<file path="src/rtl/shared_counters_pkg.sv">
// Shared counter array: common encodings and default geometry.
// Used by the initiator-side controller and the array itself.
package shared_counters_pkg;

    localparam int DEF_N  = 10;
    localparam int DEF_G  = 4;
    localparam int DEF_DW = 64;

    typedef enum logic [2:0] {
        CMD_IDLE         = 3'b000,
        CMD_INCREMENT    = 3'b001,
        CMD_NEW_COUNTER  = 3'b010,
        CMD_DEALLOCATION = 3'b011,
        CMD_LOAD         = 3'b100,
        CMD_READ         = 3'b101
    } cmd_e;

    typedef enum logic [2:0] {
        ST_IDLE,
        ST_ISSUE,
        ST_LOAD_SETTLE,
        ST_READ_COLLECT,
        ST_RESP
    } state_e;

endpackage

</file>
<file path="src/rtl/shared_counters_ctrl_if.sv">
// Client-side request/response bundle of the counter controller.
// master = client, slave = controller.
interface shared_counters_ctrl_if #(
    parameter int N  = 10,
    parameter int DW = 64
);
    localparam int IW = $clog2(N);

    logic          req_valid;
    logic          req_ready;
    logic [2:0]    req_op;
    logic [IW-1:0] req_id;
    logic [31:0]   req_size;
    logic [DW-1:0] req_data;

    logic          rsp_valid;
    logic          rsp_ready;
    logic          rsp_ok;
    logic [IW:0]   rsp_id;
    logic [DW-1:0] rsp_data;

    modport master (
        output req_valid, req_op, req_id, req_size, req_data, rsp_ready,
        input  req_ready, rsp_valid, rsp_ok, rsp_id, rsp_data
    );

    modport slave (
        input  req_valid, req_op, req_id, req_size, req_data, rsp_ready,
        output req_ready, rsp_valid, rsp_ok, rsp_id, rsp_data
    );

endinterface

</file>
<file path="src/rtl/shared_counters_ctrl_read_assembler.sv">
// Reassembles the array's serial subcounter read stream into one word.
// Flags the end of the stream (last, gap, full, or no-data timeout).
import shared_counters_pkg::*;

module read_assembler #(
    parameter int N  = DEF_N,
    parameter int G  = DEF_G,
    parameter int DW = DEF_DW
) (
    input  logic          clk,
    input  logic          rst,
    input  logic          active,
    input  logic [G-1:0]  rdata,
    input  logic          rdata_valid,
    input  logic          rdata_last,
    output logic          done,
    output logic          ok,
    output logic [DW-1:0] data
);

    localparam int BW = $clog2(N + 1);
    localparam logic [BW-1:0] B_LAST = BW'(N - 1);
    localparam logic [BW-1:0] T_MAX  = BW'(N);

    logic [BW-1:0] beats;
    logic [BW-1:0] idle;
    logic [DW-1:0] acc;
    logic [DW-1:0] acc_nxt;

    // Accumulator with the current beat merged into its slice.
    always_comb begin
        acc_nxt = acc;
        for (int i = 0; i < N; i++) begin
            if (rdata_valid && beats == BW'(i)) begin
                acc_nxt[i*G +: G] = rdata;
            end
        end
    end

    // Termination: last beat, stream gap, array full, or silent timeout.
    always_comb begin
        done = 1'b0;
        ok   = 1'b0;
        if (active) begin
            if (rdata_valid) begin
                if (rdata_last || beats == B_LAST) begin
                    done = 1'b1;
                    ok   = 1'b1;
                end
            end else if (beats != '0) begin
                done = 1'b1;
                ok   = 1'b1;
            end else if (idle == T_MAX) begin
                done = 1'b1;
            end
        end
    end

    assign data = acc_nxt;

    // Beat/idle counters and accumulator; cleared whenever not collecting.
    always_ff @(posedge clk or negedge rst) begin
        if (!rst) begin
            beats <= '0;
            idle  <= '0;
            acc   <= '0;
        end else if (!active) begin
            beats <= '0;
            idle  <= '0;
            acc   <= '0;
        end else if (rdata_valid) begin
            acc   <= acc_nxt;
            beats <= beats + BW'(1);
        end else if (beats == '0) begin
            idle  <= idle + BW'(1);
        end
    end

endmodule

</file>
<file path="src/rtl/shared_counters_ctrl.sv">
// Initiator-side controller for the shared counter array.
// One request in flight; sequences array commands and returns one response.
import shared_counters_pkg::*;

module shared_counters_ctrl #(
    parameter int N  = DEF_N,
    parameter int G  = DEF_G,
    parameter int DW = DEF_DW
) (
    input  logic                   clk,
    input  logic                   rst,
    shared_counters_ctrl_if.slave  cl,
    output logic [2:0]             cmd_out,
    output logic [$clog2(N)-1:0]   id_out,
    output logic [31:0]            size_out,
    output logic [DW-1:0]          load_data_out,
    output logic                   load_valid_out,
    input  logic [$clog2(N):0]     alloc_id_in,
    input  logic                   alloc_valid_in,
    input  logic [G-1:0]           rdata_in,
    input  logic                   rdata_valid_in,
    input  logic                   rdata_last_in
);

    state_e        state;
    cmd_e          op_q;
    logic          bad;
    logic          rd_active;
    logic          rd_done;
    logic          rd_ok;
    logic [DW-1:0] rd_data;

    assign cl.req_ready = (state == ST_IDLE);
    assign rd_active    = (state == ST_READ_COLLECT);

    // Requests that never reach the array: bad op, bad id, bad alloc size.
    always_comb begin
        bad = 1'b0;
        unique case (cl.req_op)
            CMD_INCREMENT, CMD_DEALLOCATION, CMD_LOAD, CMD_READ: bad = 1'b0;
            CMD_NEW_COUNTER:
                bad = (cl.req_size == '0) || (cl.req_size > 32'(N));
            default: bad = 1'b1;
        endcase
        if (int'(cl.req_id) >= N) begin
            bad = 1'b1;
        end
    end

    read_assembler #(
        .N  (N),
        .G  (G),
        .DW (DW)
    ) u_rd (
        .clk         (clk),
        .rst         (rst),
        .active      (rd_active),
        .rdata       (rdata_in),
        .rdata_valid (rdata_valid_in),
        .rdata_last  (rdata_last_in),
        .done        (rd_done),
        .ok          (rd_ok),
        .data        (rd_data)
    );

    // Control FSM with registered array-side and response outputs.
    always_ff @(posedge clk or negedge rst) begin
        if (!rst) begin
            state          <= ST_IDLE;
            op_q           <= CMD_IDLE;
            cmd_out        <= CMD_IDLE;
            id_out         <= '0;
            size_out       <= '0;
            load_data_out  <= '0;
            load_valid_out <= 1'b0;
            cl.rsp_valid   <= 1'b0;
            cl.rsp_ok      <= 1'b0;
            cl.rsp_id      <= '0;
            cl.rsp_data    <= '0;
        end else begin
            unique case (state)
                ST_IDLE: begin
                    if (cl.req_valid) begin
                        if (bad) begin
                            cl.rsp_valid <= 1'b1;
                            cl.rsp_ok    <= 1'b0;
                            state        <= ST_RESP;
                        end else begin
                            op_q     <= cmd_e'(cl.req_op);
                            cmd_out  <= cl.req_op;
                            id_out   <= cl.req_id;
                            size_out <= cl.req_size;
                            if (cl.req_op == CMD_LOAD) begin
                                load_valid_out <= 1'b1;
                                load_data_out  <= cl.req_data;
                            end
                            state <= ST_ISSUE;
                        end
                    end
                end
                ST_ISSUE: begin
                    load_valid_out <= 1'b0;
                    load_data_out  <= '0;
                    unique case (op_q)
                        CMD_NEW_COUNTER: begin
                            cmd_out      <= CMD_IDLE;
                            cl.rsp_ok    <= alloc_valid_in;
                            cl.rsp_id    <= alloc_id_in;
                            cl.rsp_valid <= 1'b1;
                            state        <= ST_RESP;
                        end
                        CMD_LOAD: begin
                            cmd_out <= CMD_IDLE;
                            state   <= ST_LOAD_SETTLE;
                        end
                        CMD_READ: begin
                            cmd_out <= CMD_READ;
                            state   <= ST_READ_COLLECT;
                        end
                        default: begin
                            cmd_out      <= CMD_IDLE;
                            cl.rsp_ok    <= 1'b1;
                            cl.rsp_valid <= 1'b1;
                            state        <= ST_RESP;
                        end
                    endcase
                end
                ST_LOAD_SETTLE: begin
                    cl.rsp_ok    <= 1'b1;
                    cl.rsp_valid <= 1'b1;
                    state        <= ST_RESP;
                end
                ST_READ_COLLECT: begin
                    if (rd_done) begin
                        cmd_out      <= CMD_IDLE;
                        cl.rsp_ok    <= rd_ok;
                        cl.rsp_data  <= rd_data;
                        cl.rsp_valid <= 1'b1;
                        state        <= ST_RESP;
                    end
                end
                ST_RESP: begin
                    if (cl.rsp_ready) begin
                        cl.rsp_valid <= 1'b0;
                        cl.rsp_ok    <= 1'b0;
                        cl.rsp_id    <= '0;
                        cl.rsp_data  <= '0;
                        state        <= ST_IDLE;
                    end
                end
                default: state <= ST_IDLE;
            endcase
        end
    end

endmodule
</file>
<file path="src/flat_wrapper.sv">
// flat-port wrapper written by rule: the top's interface ports become plain ports
module shared_counters_ctrl_flat 
#(
    parameter int N  = DEF_N,
    parameter int G  = DEF_G,
    parameter int DW = DEF_DW
)
  (clk, rst, cmd_out, id_out, size_out, load_data_out, load_valid_out, alloc_id_in, alloc_valid_in, rdata_in, rdata_valid_in, rdata_last_in, cl_req_valid, cl_req_op, cl_req_id, cl_req_size, cl_req_data, cl_rsp_ready, cl_req_ready, cl_rsp_valid, cl_rsp_ok, cl_rsp_id, cl_rsp_data);
  shared_counters_ctrl_if #(.N(N), .DW(DW)) cl_i ();
  input  logic clk;
  input  logic rst;
  output logic [2:0] cmd_out;
  output logic [$clog2(N)-1:0] id_out;
  output logic [31:0] size_out;
  output logic [DW-1:0] load_data_out;
  output logic load_valid_out;
  input  logic [$clog2(N):0] alloc_id_in;
  input  logic alloc_valid_in;
  input  logic [G-1:0] rdata_in;
  input  logic rdata_valid_in;
  input  logic rdata_last_in;
  input wire logic [$bits(cl_i.req_valid)-1:0] cl_req_valid;
  input wire logic [$bits(cl_i.req_op)-1:0] cl_req_op;
  input wire logic [$bits(cl_i.req_id)-1:0] cl_req_id;
  input wire logic [$bits(cl_i.req_size)-1:0] cl_req_size;
  input wire logic [$bits(cl_i.req_data)-1:0] cl_req_data;
  input wire logic [$bits(cl_i.rsp_ready)-1:0] cl_rsp_ready;
  output wire logic [$bits(cl_i.req_ready)-1:0] cl_req_ready;
  output wire logic [$bits(cl_i.rsp_valid)-1:0] cl_rsp_valid;
  output wire logic [$bits(cl_i.rsp_ok)-1:0] cl_rsp_ok;
  output wire logic [$bits(cl_i.rsp_id)-1:0] cl_rsp_id;
  output wire logic [$bits(cl_i.rsp_data)-1:0] cl_rsp_data;
  assign cl_i.req_valid = cl_req_valid;
  assign cl_i.req_op = cl_req_op;
  assign cl_i.req_id = cl_req_id;
  assign cl_i.req_size = cl_req_size;
  assign cl_i.req_data = cl_req_data;
  assign cl_i.rsp_ready = cl_rsp_ready;
  assign cl_req_ready = cl_i.req_ready;
  assign cl_rsp_valid = cl_i.rsp_valid;
  assign cl_rsp_ok = cl_i.rsp_ok;
  assign cl_rsp_id = cl_i.rsp_id;
  assign cl_rsp_data = cl_i.rsp_data;
  shared_counters_ctrl #(.N(N), .G(G), .DW(DW)) u_core (.clk(clk), .rst(rst), .cl(cl_i), .cmd_out(cmd_out), .id_out(id_out), .size_out(size_out), .load_data_out(load_data_out), .load_valid_out(load_valid_out), .alloc_id_in(alloc_id_in), .alloc_valid_in(alloc_valid_in), .rdata_in(rdata_in), .rdata_valid_in(rdata_valid_in), .rdata_last_in(rdata_last_in));
endmodule
</file>
<file path="config.mk">
export PLATFORM = sky130hd
export DESIGN_NAME = shared_counters_ctrl_flat
export DESIGN_NICKNAME = d
export VERILOG_FILES = /design/src/rtl/shared_counters_pkg.sv /design/src/rtl/shared_counters_ctrl_if.sv /design/src/rtl/shared_counters_ctrl_read_assembler.sv /design/src/rtl/shared_counters_ctrl.sv /design/src/flat_wrapper.sv
export SDC_FILE = /design/constraint.sdc
export NUM_CORES = 1
export LEC_CHECK = 0
export CORE_MARGIN = 5
export CORE_UTILIZATION = 40
export CTS_CLUSTER_DIAMETER = 100
export DETAILED_ROUTE_END_ITERATION = 6
export HOLD_SLACK_MARGIN = 0.15
export PLACE_DENSITY = 0.66
export REMOVE_ABC_BUFFERS = 1
export SLEW_MARGIN = 10
export SYNTH_ARGS = -nofsm -noshare
export SYNTH_HDL_FRONTEND = slang
export SYNTH_HIERARCHICAL = 1
export SYNTH_SLANG_ARGS = --single-unit
</file>
<file path="constraint.sdc">
create_clock -name clk -period 4.3 [get_ports clk]
set_clock_uncertainty 0.15 [all_clocks]
set_input_delay 0.645 -clock clk [delete_from_list [all_inputs] [get_ports clk]]
set_output_delay 0.645 -clock clk [all_outputs]
set_load 0.02 [all_outputs]
</file>
After elaboration in Yosys (flattened, before gate mapping)
Cells that the tools add are included.

storage, ports and cells
  flip-flop bits (word level) = 253
  input bits = 119
  output and inout port bits = 176
  logic and storage cells = 146

operators by class
  add/subtract/negate cells = 2
  order comparisons = 2
  equal/unequal tests = 33
  muxes and demuxes = 62
  bitwise gates (word level) = 1
  reduce and logical (&&, ||, !) cells = 31

operators by type and width
  kind                                                    count
  2-to-1 mux 64 bit                                       6
  one-hot mux 64 bit (2 select lines)                     2
  2-to-1 mux 4 bit                                        15
  2-to-1 mux 40 bit                                       1
  > comparator 32 x 4 -> 1 bit (second input constant)    1
  zero test 32 bit                                        1
  2-to-1 mux 3 bit                                        8
  2-to-1 mux 1 bit                                        19
  == test 4 x 3 -> 1 bit (second input constant)          4
  == test 3 x 2 -> 1 bit (second input constant)          5
  == test 3 bit (second input constant)                   5
  one-hot mux 3 bit (5 select lines)                      1
  inequality test 2 bit (second input constant)           7
  == test 4 bit (second input constant)                   3
  AND reduction 3 bit                                     4
  logical AND 1 bit                                       10
  2-to-1 mux 5 bit                                        2
  one-hot mux 1 bit (5 select lines)                      2
  one-hot mux 5 bit (2 select lines)                      1
  one-hot mux 3 bit (3 select lines)                      1
  adder 4 x 1 -> 4 bit (second input constant)            2
  == test 4 x 2 -> 1 bit (second input constant)          2
  inequality test 2 x 1 -> 1 bit (second input constant)  4
  AND reduction 4 bit                                     2
  other kinds (17)                                        23

Depth between registers and ports, before layout
  depth in word-level cells = 7
  depth in mapped cells = 13
  depth with buffers taken out = 10

Cells and area by module
The synthesis kept the hierarchy.

by module, submodules not included
  module                times used  cells each  area each (µm²)  seq. area each (µm²)
  shared_counters_ctrl  1           597         7390.8           4529.3
  read_assembler        1           214         2632.5           1201.2

Worst setup path after synthesis
No wires, ideal clock.

  path kind = flip-flop to flip-flop
  start = reg u_core.state[2]
  end = reg u_core.cl.rsp_ok
  arrival time = 2736 ps
  data required time = 4025 ps
  slack = 1290 ps
  cell stages (with the launch flop) = 13
  path through = dfrtp_1 -> nand2b_1 -> clkbuf_1 -> clkbuf_1 -> nor2_1 -> clkbuf_1 -> o21ai_0 -> a21oi_1 -> inv_1 -> a311oi_1 -> o22ai_1 -> a31oi_1 -> mux2_2

between the ends
  word-level cells in the longest chain between the ends = 4
  elaborated cells on any way between the ends = 14
  those cells by class = eq/ne: 9; mux: 2; reduce/logical: 3

ends and longest elaborated chain
  what                                             RTL line                                   text
  start, declared                                  shared_counters_ctrl.sv:25                 state_e state;
  start signal, assigned                           shared_counters_ctrl.sv:69                 state <= ST_IDLE;
  start signal, assigned                           shared_counters_ctrl.sv:87                 state <= ST_RESP;
  start signal, assigned                           shared_counters_ctrl.sv:97                 state <= ST_ISSUE;
  == test 3 x 2 -> 1 bit                           shared_counters_ctrl.sv:34                 assign rd_active = (state == ST_READ_COLLECT);
  named net u_core.rd_active                       shared_counters_ctrl.sv:28                 logic rd_active;
  2-to-1 mux 1 bit                                 shared_counters_ctrl_read_assembler.sv:44  if (active) begin
  named net u_core.rd_done                         shared_counters_ctrl.sv:29                 logic rd_done;
  inequality test 2 x 1 -> 1 bit (no source line)  --
  AND reduction 6 bit (no source line)             --
  end signal, assigned                             shared_counters_ctrl.sv:107                cl.rsp_ok <= alloc_valid_in;
  end signal, assigned                             shared_counters_ctrl.sv:136                cl.rsp_ok <= rd_ok;
  end, declared                                    shared_counters_ctrl_if.sv:29              output req_ready, rsp_valid, rsp_ok, rsp_id, rsp_data

The timed path passes the listed nets, and every way through them passes these cells.
A chain may end at the register's enable or synchronous reset.

Worst setup path in the final report
  start = in cl_req_id[2]
  end = reg u_core.size_out[10]

between the ends
  word-level cells in the longest chain between the ends = 4

ends and longest elaborated chain
  what                                  RTL line                    text
  start, declared                       flat_wrapper.sv:24          input wire logic [$bits(cl_i.req_id)-1:0] cl_req_id;
  >= comparator 4 bit                   shared_counters_ctrl.sv:45  if (int'(cl.req_id) >= N) begin
  2-to-1 mux 1 bit                      shared_counters_ctrl.sv:45
  inverter 1 bit (no source line)       --
  AND reduction 3 bit (no source line)  --
  end signal, assigned                  shared_counters_ctrl.sv:92  size_out <= cl.req_size;
  end, declared                         shared_counters_ctrl.sv:15  output logic [31:0] size_out,

Every way passes these cells.

==> key figures <==
Placement
  • RePlAce Congestion: 0.7751
  • Area after DPL: 13180 um2
  • DP HPWL: 17900 um
  • Place WS: 0.4378 ns
  • Port Buffer Count: 294

Floorplanning
  • Row count: 58
  • Vert. Die Dim: 168.3 um
  • IO Pins: 295
  • Core Footprint: 24960 um2
  • Die area: 28320 um2
  • Initial Util: 40.15%
  • Die Span X: 168.3 um

Synth
  • EDFF count, synth: 0
  • Area contributors post-synth: dfrtp_1 (57%), mux2_2 (9.0%), mux2i_1 (6.8%), a22o_1 (6.2%), nand2_1 (2.9%)
  • Most used standard cell by instance count after synthesis: dfrtp_1
  • Mapped cell area: 10020 um2
  • Synthesized flop and latch total: 229
  • Syn avg cell area: 12.36 um2
  • Seq/Total Area, Yosys: 57.17%
  • Syn. warnings: 6
  • Largest area contributor in the netlist: dfrtp_1
  • Prevailing post-synth register cell: dfrtp_1
  • Async SR Flop Fraction: 100.0%
  • Unique cell type count in the Yosys netlist: 55
  • Yosys top cell area share: 57.17%
  • Cell count after synthesis: 811
  • Commonest cells post-synth: dfrtp_1 (229), mux2_2 (80), nand2_1 (77), inv_1 (74), a22o_1 (71)

Power
  • Total power: 0.008304 W
  • P_leak: 7.010 nW
  • Power per cell area: 590.7 nW/um2
  • Peak VDD IR: 0.0004829 V

Layout
  • Register area: 5731 um2
  • Finished Core Util: 56.32%
  • Fillers: 2147
  • Final net count: 1219
  • Area Overhead vs Synth: 40.26%
  • Share of cells above drive strength 1: 14.56%
  • Design area: 14060 um2
  • Multi-input gate area: 3702 um2

Global route
  • Global route overflow: 0
  • Largest net degree at the start of global routing: 97
  • Number of global-route vias before repair: 7355
  • Total GRT Usage: 18.06%
  • First-pass GRT wire length: 41770 um
  • Initial antenna violation count: 1

Detailed routing
  • Routed via count: 6970
  • Via/cell ratio: 4.827
  • DR pass1 iterations: 4
  • DRC Markers: 0
  • Routed length per instance: 17.91 um
  • Initial DRC count: 436
  • DRT antenna net count: 0
  • Routed WL: 25860 um

Min path
  • Hold endpoint: u_core/cl.rsp_id[3]$_DFFE_PN0P_
  • HP Class: reg2reg
  • Hold path startpoint: u_core/cl.rsp_id[3]$_DFFE_PN0P_
  • Hold Crit Depth: 1

Worst setup path
  • Reg2Reg Depth: 5
  • Largest stage delay, worst path: 0.75 ns
  • Max FO, Critical Path: 24
  • Worst endpoint required time: 4.57 ns
  • Setup crit end kind: flip-flop
  • CP max-delay cell: a22oi_2
  • CP Launch Type: input port
  • Worst-path cell chain: clkdlybuf4s50_1 -> o21ai_0 -> and4_1 -> and2_1 -> a22oi_2 -> buf_4 -> mux2_2
  • Worst Setup Path Type: in2reg
  • R2R Path Start: u_core/state[2]$_DFFE_PN0P_
  • Arrival @ worst endpoint: 3.53 ns
  • Reg2reg setup slack: 1.16 ns
  • Reg-to-reg endpoint: u_core/cl.rsp_id[0]$_DFFE_PN0P_

STA
  • Setup slack after layout: 1.036 ns
  • Setup TNS: 0 ns
  • FMAX: 0.3064 GHz
  • Final setup vio count: 0
  • Period utilization: 75.91%
  • Worst slew margin: 22.25%
  • RSZ-0062 raised after global routing: false
  • Period minus WS final: 3.264 ns
  • Final Max Tran Viols: 0
  • Worst Tran Pin Value: 1.157 ns
  • Final hold violation count: 0

Clock tree
  • Clk slew on worst S/H paths: 0.06 ns
  • CTS Buf Count: 26
  • CTS tree: done
  • Clk buf depth: 3
  • Root buffer cell: clkbuf_16
  • H-tree levels: 1
  • Clk Latency, worst-skew pair: 0.53 ns
  • Post-CTS Setup Inserts: 0
  • Clock Sink Count: 229

Run status
  • Outcome: complete, no violations

Job
  • Max_cap viols: 0
[worst max-delay path: cells and delay by family]
kind | cells | cell delay (ns)
buffers and inverters | 2 | 0.94
muxes | 1 | 0.38
AOI/OAI and AO/OA | 2 | 1.02
and+or+nand+nor | 2 | 0.54
[worst max-delay path by stage]
stage,startpoint,to,slack (ns),depth (start not counted)
6_report,cl_req_id[2],u_core/size_out[10]$_DFFE_PN0P_,1.04,7
5_1_grt,u_core/state[2]$_DFFE_PN0P_,u_core/cl.rsp_id[1]$_DFFE_PN0P_,0.87,5
4_1_cts,cl_req_id[2],u_core/size_out[27]$_DFFE_PN0P_,0.99,7
3_5_place_dp,cl_req_id[2],u_core/size_out[6]$_DFFE_PN0P_,0.44,7
3_3_place_gp,cl_req_id[2],u_core/size_out[28]$_DFFE_PN0P_,0.49,7
2_1_floorplan,u_core/state[2]$_DFFE_PN0P_,u_core/cl.rsp_data[0]$_DFFE_PN0P_,-5.70,8
[routing by layer]
metal | up-vias | track usage (%) | wire [um]
met2 | 228 | 28.72 | 12030
met4 | 0 | 4.305 | 554
met3 | 39 | 5.377 | 2099
met5 | - | 0 | 0
met1 | 3410 | 24.51 | 11170
li1 | 3293 | - | -
[area by class of cell]
| type | instances | area share [%] |
|---|---|---|
| inverter | 74 | 1.976 |
| antenna | 1 | 0.01780 |
| timing repair buffer | 304 | 21.79 |
| tap | 330 | 2.937 |
| clock buffer | 36 | 5.465 |
| sequential | 229 | 40.76 |
| clock inverter | 11 | 0.7209 |
| multi-input combinational | 459 | 26.33 |
[metrics by stage]
stage,hold WS (ns),std cells
2_1_floorplan,0.1994,762
3_3_place_gp,0.3276,1395
3_5_place_dp,0.3312,1395
4_1_cts,0.3533,1443
5_1_grt,0.3710,1444
6_report,0.3453,1444
[flip-flops by register name, summed over array words and instances (netlist names), 3 cells and up]
register,count
u_core/u_rd/idle,4
u_core/size_out,32
u_core/u_rd/beats,4
u_core/cmd_out,3
u_core/op_q,3
u_core/cl.rsp_id,5
u_core/u_rd/acc,40
u_core/id_out,4
u_core/cl.rsp_data,64
u_core/load_data_out,64
u_core/state,3
[what timing repair did]
| item | 4_1_cts | 5_1_grt |
|---|---|---|
| gates resized for setup | 0 | 0 |
| hold buffers | 1 | 0 |
| endpoints found under the hold margin | 94 | 0 |
[kinds of logic (layout without fill, tap and decap cells)]
logic type / Yosys count / after routing / synth area share [%]
DFF: 229 / 229 / 57.17
and+or+nand+nor: 179 / 179 / 10.59
muxes: 148 / 148 / 15.78
buffers and inverters: 146 / 425 / 7.090
AOI/OAI and AO/OA: 98 / 98 / 8.239
adders and majority gates: 6 / 6 / 0.7490
xor gates and xnor gates: 4 / 4 / 0.3496
other: 1 / 25 / 0.03741
[power breakdown]
part / internal, W / total [W] / switching, W
Combinational: 0.00150 / 0.00309 / 0.00159
Sequential: 0.00271 / 0.00301 / 0.000304
Clock: 0.00131 / 0.00220 / 0.000887
[cells in the final DEF (no fill, tap or decap), types with 3 or more instances in the layout]
cell type,instances
o22ai_1,3
clkbuf_16,26
nand3_1,5
o21ai_0,4
dfrtp_1,229
nand4b_4,4
ha_1,6
mux2i_1,68
and2_2,8
clkbuf_8,8
nor4_1,4
conb_1,24
a31oi_1,3
a21oi_1,3
and2_1,38
clkinv_2,6
nor2_1,7
nand4_1,3
buf_4,6
a22o_1,71
nand2b_1,4
xnor2_1,3
clkdlybuf4s50_1,293
nor3_1,5
inv_1,74
mux2_2,80
nand2_1,77
buf_12,3
and4bb_1,3
Note: power is estimated with default switching activity, not from simulation.
